<file path="src/rtl/xbutton_events_pkg.sv">
// -----------------------------------------------------------------------------
// xbutton_events_pkg
// Shared definitions for the button event peripheral: bus data width, register
// addresses, status/control bit positions and the button-to-event-code mapping.
// -----------------------------------------------------------------------------
package xbutton_events_pkg;

    // picoVersat data bus width
    localparam int unsigned DATA_W = 32;

    // Register map
    typedef enum logic [1:0] {
        RegStat  = 2'd0,
        RegPop   = 2'd1,
        RegLevel = 2'd2,
        RegRsvd  = 2'd3
    } reg_addr_e;

    // Status register layout (read of RegStat)
    localparam int unsigned StatEmptyBit = 0;
    localparam int unsigned StatCountLsb = 1;
    localparam int unsigned StatCountW   = 3;
    localparam int unsigned StatOvfBit   = 4;

    // Control bits (write of RegStat)
    localparam int unsigned CtlClrOvfBit = 4;
    localparam int unsigned CtlFlushBit  = 5;

    // Code 0 means "no event", so button i is reported as i+1.
    function automatic int unsigned event_code(input int unsigned idx);
        return idx + 1;
    endfunction

    // Counter/pointer width that never collapses to zero bits.
    function automatic int unsigned clog2_min1(input int unsigned val);
        return (val > 1) ? $clog2(val) : 1;
    endfunction

endpackage

</file>
<file path="src/rtl/xbutton_events_debounce.sv">
// -----------------------------------------------------------------------------
// xdebounce
// Single-button synchronizer + debouncer. The raw level goes through two flops;
// the debounced level only flips after DEB_CYCLES consecutive synchronized
// samples that disagree with it.
//
// Ports:
//   clk      system clock
//   rst      asynchronous active-high reset
//   din_i    raw asynchronous button level (1 = pressed)
//   level_o  debounced level (registered)
//   rise_o   one-cycle pulse in the cycle before level_o goes 0->1
// -----------------------------------------------------------------------------
module xdebounce
    import xbutton_events_pkg::*;
#(
    parameter int unsigned DEB_CYCLES = 16
) (
    input  logic clk,
    input  logic rst,
    input  logic din_i,
    output logic level_o,
    output logic rise_o
);

    localparam int unsigned     CntW    = clog2_min1(DEB_CYCLES);
    localparam logic [CntW-1:0] CntLast = CntW'(DEB_CYCLES - 1);

    logic            sync1_q, sync2_q;
    logic            level_q, level_d;
    logic [CntW-1:0] cnt_q, cnt_d;

    // Any agreeing sample restarts the run; the toggle also clears the counter.
    always_comb begin
        level_d = level_q;
        cnt_d   = '0;
        if (sync2_q != level_q) begin
            if (cnt_q == CntLast) begin
                level_d = ~level_q;
            end else begin
                cnt_d = cnt_q + CntW'(1);
            end
        end
    end

    always_ff @(posedge clk or posedge rst) begin
        if (rst) begin
            sync1_q <= 1'b0;
            sync2_q <= 1'b0;
            level_q <= 1'b0;
            cnt_q   <= '0;
        end else begin
            sync1_q <= din_i;
            sync2_q <= sync1_q;
            level_q <= level_d;
            cnt_q   <= cnt_d;
        end
    end

    assign level_o = level_q;
    assign rise_o  = ~level_q & level_d;

endmodule

</file>
<file path="src/rtl/xbutton_events.sv">
// -----------------------------------------------------------------------------
// xbutton_events
// Push-button peripheral for picoVersat: debounces N_BUTT buttons, turns each
// debounced press into an event code (button index + 1) queued in a small FIFO,
// and exposes status / pop / level registers on the data bus.
//
// Ports:
//   clk       system clock
//   rst       asynchronous active-high reset
//   butt_in   raw button levels, 1 = pressed
//   sel       peripheral select
//   we        write enable (qualified by sel)
//   addr      register address (RegStat / RegPop / RegLevel)
//   data_in   write data (RegStat: bit4 clears overflow, bit5 flushes)
//   data_out  registered read data, updated on reads only
//   butt      debounced button levels
// -----------------------------------------------------------------------------
module xbutton_events
    import xbutton_events_pkg::*;
#(
    parameter int unsigned N_BUTT     = 3,
    parameter int unsigned DEB_CYCLES = 16,
    parameter int unsigned FIFO_DEPTH = 4
) (
    input  logic              clk,
    input  logic              rst,
    input  logic [N_BUTT-1:0] butt_in,
    input  logic              sel,
    input  logic              we,
    input  logic [1:0]        addr,
    input  logic [DATA_W-1:0] data_in,
    output logic [DATA_W-1:0] data_out,
    output logic [N_BUTT-1:0] butt
);

    localparam int unsigned CodeW = clog2_min1(N_BUTT + 1);
    localparam int unsigned PtrW  = clog2_min1(FIFO_DEPTH);
    localparam int unsigned CntW  = PtrW + 1;

    // ---------------------------------------------------------------- debounce
    logic [N_BUTT-1:0] rise;

    for (genvar g = 0; g < N_BUTT; g++) begin : g_deb
        xdebounce #(
            .DEB_CYCLES(DEB_CYCLES)
        ) u_deb (
            .clk    (clk),
            .rst    (rst),
            .din_i  (butt_in[g]),
            .level_o(butt[g]),
            .rise_o (rise[g])
        );
    end

    // ---------------------------------------------------------------- state
    logic [N_BUTT-1:0] pending_q, pending_d;
    logic [PtrW-1:0]   wr_ptr_q, wr_ptr_d;
    logic [PtrW-1:0]   rd_ptr_q, rd_ptr_d;
    logic [CntW-1:0]   count_q, count_d;
    logic              overflow_q, overflow_d;
    logic [DATA_W-1:0] data_out_q;
    logic [CodeW-1:0]  mem_q [FIFO_DEPTH];

    // ---------------------------------------------------------------- bus decode
    logic rd_en, wr_en, ctl_wr, flush, clr_ovf;
    logic empty, full, pop;

    assign rd_en   = sel & ~we;
    assign wr_en   = sel & we;
    assign ctl_wr  = wr_en && (addr == RegStat);
    assign flush   = ctl_wr && data_in[CtlFlushBit];
    assign clr_ovf = ctl_wr && data_in[CtlClrOvfBit];
    assign empty   = (count_q == '0);
    assign full    = (count_q == CntW'(FIFO_DEPTH));
    assign pop     = rd_en && (addr == RegPop) && !empty;

    // Only bits 4 and 5 of a control write carry meaning.
    logic unused_data_in;
    assign unused_data_in = ^{data_in[DATA_W-1:CtlFlushBit+1], data_in[CtlClrOvfBit-1:0]};

    // ---------------------------------------------------------------- push select
    logic              push_req;
    logic [CodeW-1:0]  push_code;
    logic [N_BUTT-1:0] pend_sel;

    // Scan downwards so the lowest pending index is the one left standing.
    always_comb begin
        push_req  = 1'b0;
        push_code = '0;
        pend_sel  = '0;
        for (int i = N_BUTT - 1; i >= 0; i--) begin
            if (pending_q[i]) begin
                push_req    = 1'b1;
                push_code   = CodeW'(event_code($unsigned(i)));
                pend_sel    = '0;
                pend_sel[i] = 1'b1;
            end
        end
    end

    // A pop in the same cycle frees the slot the push needs; a flush kills the push.
    logic push_ok, ovf_set;
    assign push_ok = push_req && !flush && (!full || pop);
    assign ovf_set = push_req && !flush && full && !pop;

    function automatic logic [PtrW-1:0] ptr_inc(input logic [PtrW-1:0] ptr);
        return (ptr == PtrW'(FIFO_DEPTH - 1)) ? '0 : ptr + PtrW'(1);
    endfunction

    // ---------------------------------------------------------------- next state
    always_comb begin
        wr_ptr_d   = wr_ptr_q;
        rd_ptr_d   = rd_ptr_q;
        count_d    = count_q;
        pending_d  = (pending_q & ~pend_sel) | rise;
        overflow_d = overflow_q;

        if (ovf_set) begin
            overflow_d = 1'b1;
        end else if (clr_ovf) begin
            overflow_d = 1'b0;
        end

        if (flush) begin
            wr_ptr_d  = '0;
            rd_ptr_d  = '0;
            count_d   = '0;
            pending_d = '0;
        end else begin
            if (push_ok) wr_ptr_d = ptr_inc(wr_ptr_q);
            if (pop)     rd_ptr_d = ptr_inc(rd_ptr_q);
            case ({push_ok, pop})
                2'b10:   count_d = count_q + CntW'(1);
                2'b01:   count_d = count_q - CntW'(1);
                default: count_d = count_q;
            endcase
        end
    end

    // ---------------------------------------------------------------- read mux
    logic [DATA_W-1:0] rdata;

    always_comb begin
        rdata = '0;
        case (addr)
            RegStat: begin
                rdata[StatEmptyBit]                  = empty;
                rdata[StatCountLsb +: StatCountW]    = StatCountW'(count_q);
                rdata[StatOvfBit]                    = overflow_q;
            end
            RegPop: begin
                if (!empty) rdata = DATA_W'(mem_q[rd_ptr_q]);
            end
            RegLevel: rdata = DATA_W'(butt);
            default:  rdata = '0;
        endcase
    end

    // ---------------------------------------------------------------- registers
    always_ff @(posedge clk or posedge rst) begin
        if (rst) begin
            pending_q  <= '0;
            wr_ptr_q   <= '0;
            rd_ptr_q   <= '0;
            count_q    <= '0;
            overflow_q <= 1'b0;
            data_out_q <= '0;
        end else begin
            pending_q  <= pending_d;
            wr_ptr_q   <= wr_ptr_d;
            rd_ptr_q   <= rd_ptr_d;
            count_q    <= count_d;
            overflow_q <= overflow_d;
            if (rd_en) data_out_q <= rdata;
        end
    end

    // Payload storage needs no reset: occupancy is tracked by count_q.
    always_ff @(posedge clk) begin
        if (push_ok) mem_q[wr_ptr_q] <= push_code;
    end

    assign data_out = data_out_q;

endmodule

</file>
<file path="config.mk">
export PLATFORM = sky130hd
export DESIGN_NAME = xbutton_events
export DESIGN_NICKNAME = d
export VERILOG_FILES = /design/src/rtl/xbutton_events_pkg.sv /design/src/rtl/xbutton_events_debounce.sv /design/src/rtl/xbutton_events.sv
export SDC_FILE = /design/constraint.sdc
export NUM_CORES = 1
export LEC_CHECK = 0
export ABC_AREA = 1
export CORE_MARGIN = 1.5
export CORE_UTILIZATION = 46
export DETAILED_ROUTE_END_ITERATION = 8
export GPL_TIMING_DRIVEN = 0
export HOLD_SLACK_MARGIN = 0.1
export PLACE_DENSITY = 0.8
export SYNTH_ARGS = -nofsm -noshare
export SYNTH_HDL_FRONTEND = slang
export SYNTH_SLANG_ARGS = --single-unit
</file>
<file path="constraint.sdc">
create_clock -name clk -period 2.4 [get_ports clk]
set_input_delay 0.48 -clock clk [delete_from_list [all_inputs] [get_ports clk]]
set_output_delay 0.48 -clock clk [all_outputs]
set_load 0.01 [all_outputs]
</file>
==> flow_summary.json, run 1 <==
{
  "status": "finished clean",
  "reg2reg_slack_ns": 0.54,
  "routedWlPerCell_um": 9.22,
  "yosysWarnings": 0,
  "crit_slowest_cell": "clkdlybuf4s50_1",
  "cts_buffer_depth": 2,
  "synthXorXnorAreaFrac_pct": 2.20,
  "cts_sinks": 45,
  "crit_path_max_incr_delay_ns": 0.55,
  "rsz0062_at_grt": "no",
  "synth-adder-area-share_pct": 5.04,
  "dpl_cell_area_um2": 2750,
  "drt_iter0_markers": 43,
  "finalCritPeriodShare_pct": 93.9,
  "grt_pass1_vias": 1442,
  "clk_latency_ns": 0.29,
  "drive_gt1_share_pct": 18.8,
  "yosysTopAreaCellShare_pct": 38.8,
  "tns_ns": 0,
  "min_path_cells": 0,
  "synthMuxAreaShare_pct": 0,
  "root_buffer": "clkbuf_8",
  "drv_slew": 0,
  "grt_usage_pct": 14.4,
  "netlist_top_cells_count": "nand2_1, dfrtp_1, inv_1",
  "hold_viol": 0,
  "synth_top_family_by_area": "simple AND/OR/NAND/NOR gates",
  "worstSetupPathType": "input pin to flip-flop",
  "synth-edff-count": 8,
  "min-delay-start": "g_deb[2].u_deb.sync1_q$_DFF_PP0_",
  "cp_common_cell": "nand2_1",
  "synth_area_leader_cell": "dfrtp_1",
  "syn_avg_cell_area_um2": 9.14,
  "num_vias": 1647,
  "ys_ff_latch": 45,
  "finalWirelength_mm": 3.54,
  "synth_compound_area_share_pct": 5.51,
  "cts_inserted_buffers": 5,
  "syn2layout_area_growth_pct": 19.3,
  "hold_path.class": "flip-flop to flip-flop",
  "grt-ovfl-total": 0,
  "end_kind": "flip-flop",
  "max_freq_mhz": 444,
  "worstMarginPinSlew_ns": 0.743,
  "irDropWorstVdd_mv": 0.328,
  "setup_violations": 0,
  "htreeDepth": 2,
  "min_to": "g_deb[2].u_deb.sync2_q$_DFF_PP0_",
  "worst_setup_path_start_kind": "input pin",
  "leakage_nw": 1.40,
  "critPathBufInv": 3,
  "power_density_nw_per_um2": 646,
  "ys_async_sr_fraction_pct": 82.2,
  "reg2reg_depth": 12,
  "yosys.area_share.simple_pct": 22.9,
  "slew_headroom_pct": 50.4,
  "clkTransAtPathRegs_ns": 0.08,
  "max_cap_viol_count": 0,
  "synthesis.area_um2": 2380,
  "die_width_um": 75,
  "cts_tree": "done",
  "yosysMostFrequentCell": "nand2_1",
  "hpwl_mm": 2.78,
  "drc": 0,
  "final_area_um2": 2840,
  "rr_endpoint": "count_q[2]$_DFFE_PP0P_",
  "synthFlopType": "dfrtp_1",
  "grt_start_max_net_pins": 38,
  "dieArea_um2": 5630,
  "fin_ws_ns": 0.146,
  "netlist_instances": 261,
  "core_um2": 5040,
  "synth_area_leaders": "dfrtp_1, edfxtp_1, buf_4",
  "firstDrtPassIters": 4,
  "ys_seq_area_share_pct": 48.9,
  "reg2reg_from": "count_q[0]$_DFFE_PP0P_",
  "grt_pass1_wl_mm": 5.95,
  "fin_skew_ns": 0.00678,
  "worstPathArrival_ns": 2.43,
  "cp_cell_sequence": "clkdlybuf4s50_1, inv_2, nor2_2, nand2_2, nor2_4, nand2_1, fa_1, xor2_1, inv_1, nand2_1, nand2_1, nand3_1, nand2_1",
  "ant_nets": 0,
  "ys_types": 32,
  "path_max_fanout": 5,
  "antenna_found_initial": 0,
  "crit_required_ns": 2.58,
  "place.gp.congestion": 0.834,
  "cp_top_family": "simple AND/OR/NAND/NOR gates",
  "die_h_um": 75,
  "period_needed_ns": 2.25,
  "viasPerCell": 4.29,
  "nNetsFinal": 363,
  "place_ws_ns": -0.256,
  "num_rows": 26,
  "diodes": 0,
  "io_buffers": 18,
  "io_pins": 76,
  "initial_core_util_pct": 47.3
}
[cell type report]
type / count / area, um2
Buffer: 30 / 225
Inverter: 36 / 139
Clock buffer: 7 / 76.3
Tap cell: 70 / 87.6
Sequential cell: 45 / 1170
Fill cell: 447 / 2200
Timing Repair Buffer: 19 / 190
Clock inverter: 1 / 7.51
Multi-Input combinational cell: 176 / 952
[worst max-delay path by stage]
stage | start | endpoint | slack (ns) | cells past startpoint
after floorplan | sel | count_q[2]$_DFFE_PP0P_ | 0.53 | 12
after global placement | addr[1] | count_q[2]$_DFFE_PP0P_ | -0.24 | 12
after detailed placement | addr[1] | count_q[2]$_DFFE_PP0P_ | -0.26 | 12
after CTS | addr[1] | count_q[2]$_DFFE_PP0P_ | 0.06 | 12
after global routing | addr[0] | count_q[2]$_DFFE_PP0P_ | 0.02 | 13
final | addr[0] | count_q[2]$_DFFE_PP0P_ | 0.15 | 13
[repair_timing]
action | in CTS | in global routing
hold buffers | 0 | 0
endpoints found under the setup margin | 0 | 1
buffers inserted | 0 | 1
resized for setup | 0 | 2
[layout by cell type (no fill, tap or decap), drive strengths merged]
cell type / netlist / final
nand2: 53 / 53
dfrtp: 37 / 37
inv: 35 / 35
nor2: 33 / 33
buf: 30 / 31
conb: 1 / 27
nand3: 20 / 20
clkdlybuf4s50: 0 / 17
o21ai: 15 / 15
ha: 8 / 8
edfxtp: 8 / 8
clkbuf: 0 / 7
a21oi: 5 / 5
xnor2: 3 / 3
xor2: 3 / 3
or2: 2 / 2
clkinv: 1 / 1
nor3b: 1 / 1
o21bai: 1 / 1
nor3: 1 / 1
nand4: 1 / 1
o211ai: 1 / 1
a22oi: 1 / 1
fa: 1 / 1
clkinvlp: 0 / 1
dlymetal6s2s: 0 / 1
[power breakdown]
part | switching (mW) | internal, mW | leakage, nW
clock network | 0.241 | 0.206 | 0.0385
logic | 0.273 | 0.201 | 0.802
registers | 0.0646 | 0.852 | 0.555
total | 0.578 | 1.26 | 1.40
[stage by stage]
step           total power [mW]  util (%)  hold slack [ns]  std cells
4_1_cts                    1.86      56.2            0.354        383
6_report                   1.84      56.4            0.346        384
3_5_place_dp               1.41      54.5            0.338        375
2_1_floorplan              1.29         -            0.331        287
5_1_grt                    1.98      56.4            0.360        384
3_3_place_gp               1.39      54.5            0.334        375
[routing by layer]
| metal | track usage [%] | part of all wire (%) | vias up |
|---|---|---|---|
| li1 | - | - | 861 |
| met1 | 16.2 | 43 | 737 |
| met2 | 25.1 | 49 | 43 |
| met3 | 4.42 | 6.2 | 6 |
| met4 | 6.67 | 1.8 | 0 |
| met5 | 0 | 0 | - |
[state kept, by name, summed over array words and instances (netlist names), 3 cells and up]
register / cells
pending_q: 3
count_q: 3
data_out: 5
mem_q: 8
g_deb.u_deb.level_o: 3
g_deb.u_deb.cnt_q: 12
g_deb.u_deb.sync2_q: 3
g_deb.u_deb.sync1_q: 3
[cell families (layout without fill, tap and decap cells)]
family | Yosys count | after routing
buffers and inverters | 66 | 93
adder cells (fa/ha/maj) | 9 | 9
AND/OR/NAND/NOR | 111 | 111
flip-flops | 45 | 45
XOR/XNOR | 6 | 6
other | 1 | 27
AO/OA/AOI/OAI | 23 | 23
No activity file was read; power rests on OpenSTA's default activity.
==> run 2: changes to the inputs <==
CTS_CLUSTER_DIAMETER = 200   (was unset)
==> results of run 2 <==
No change in the layout: final DEF, timing and power equal those of run 1.
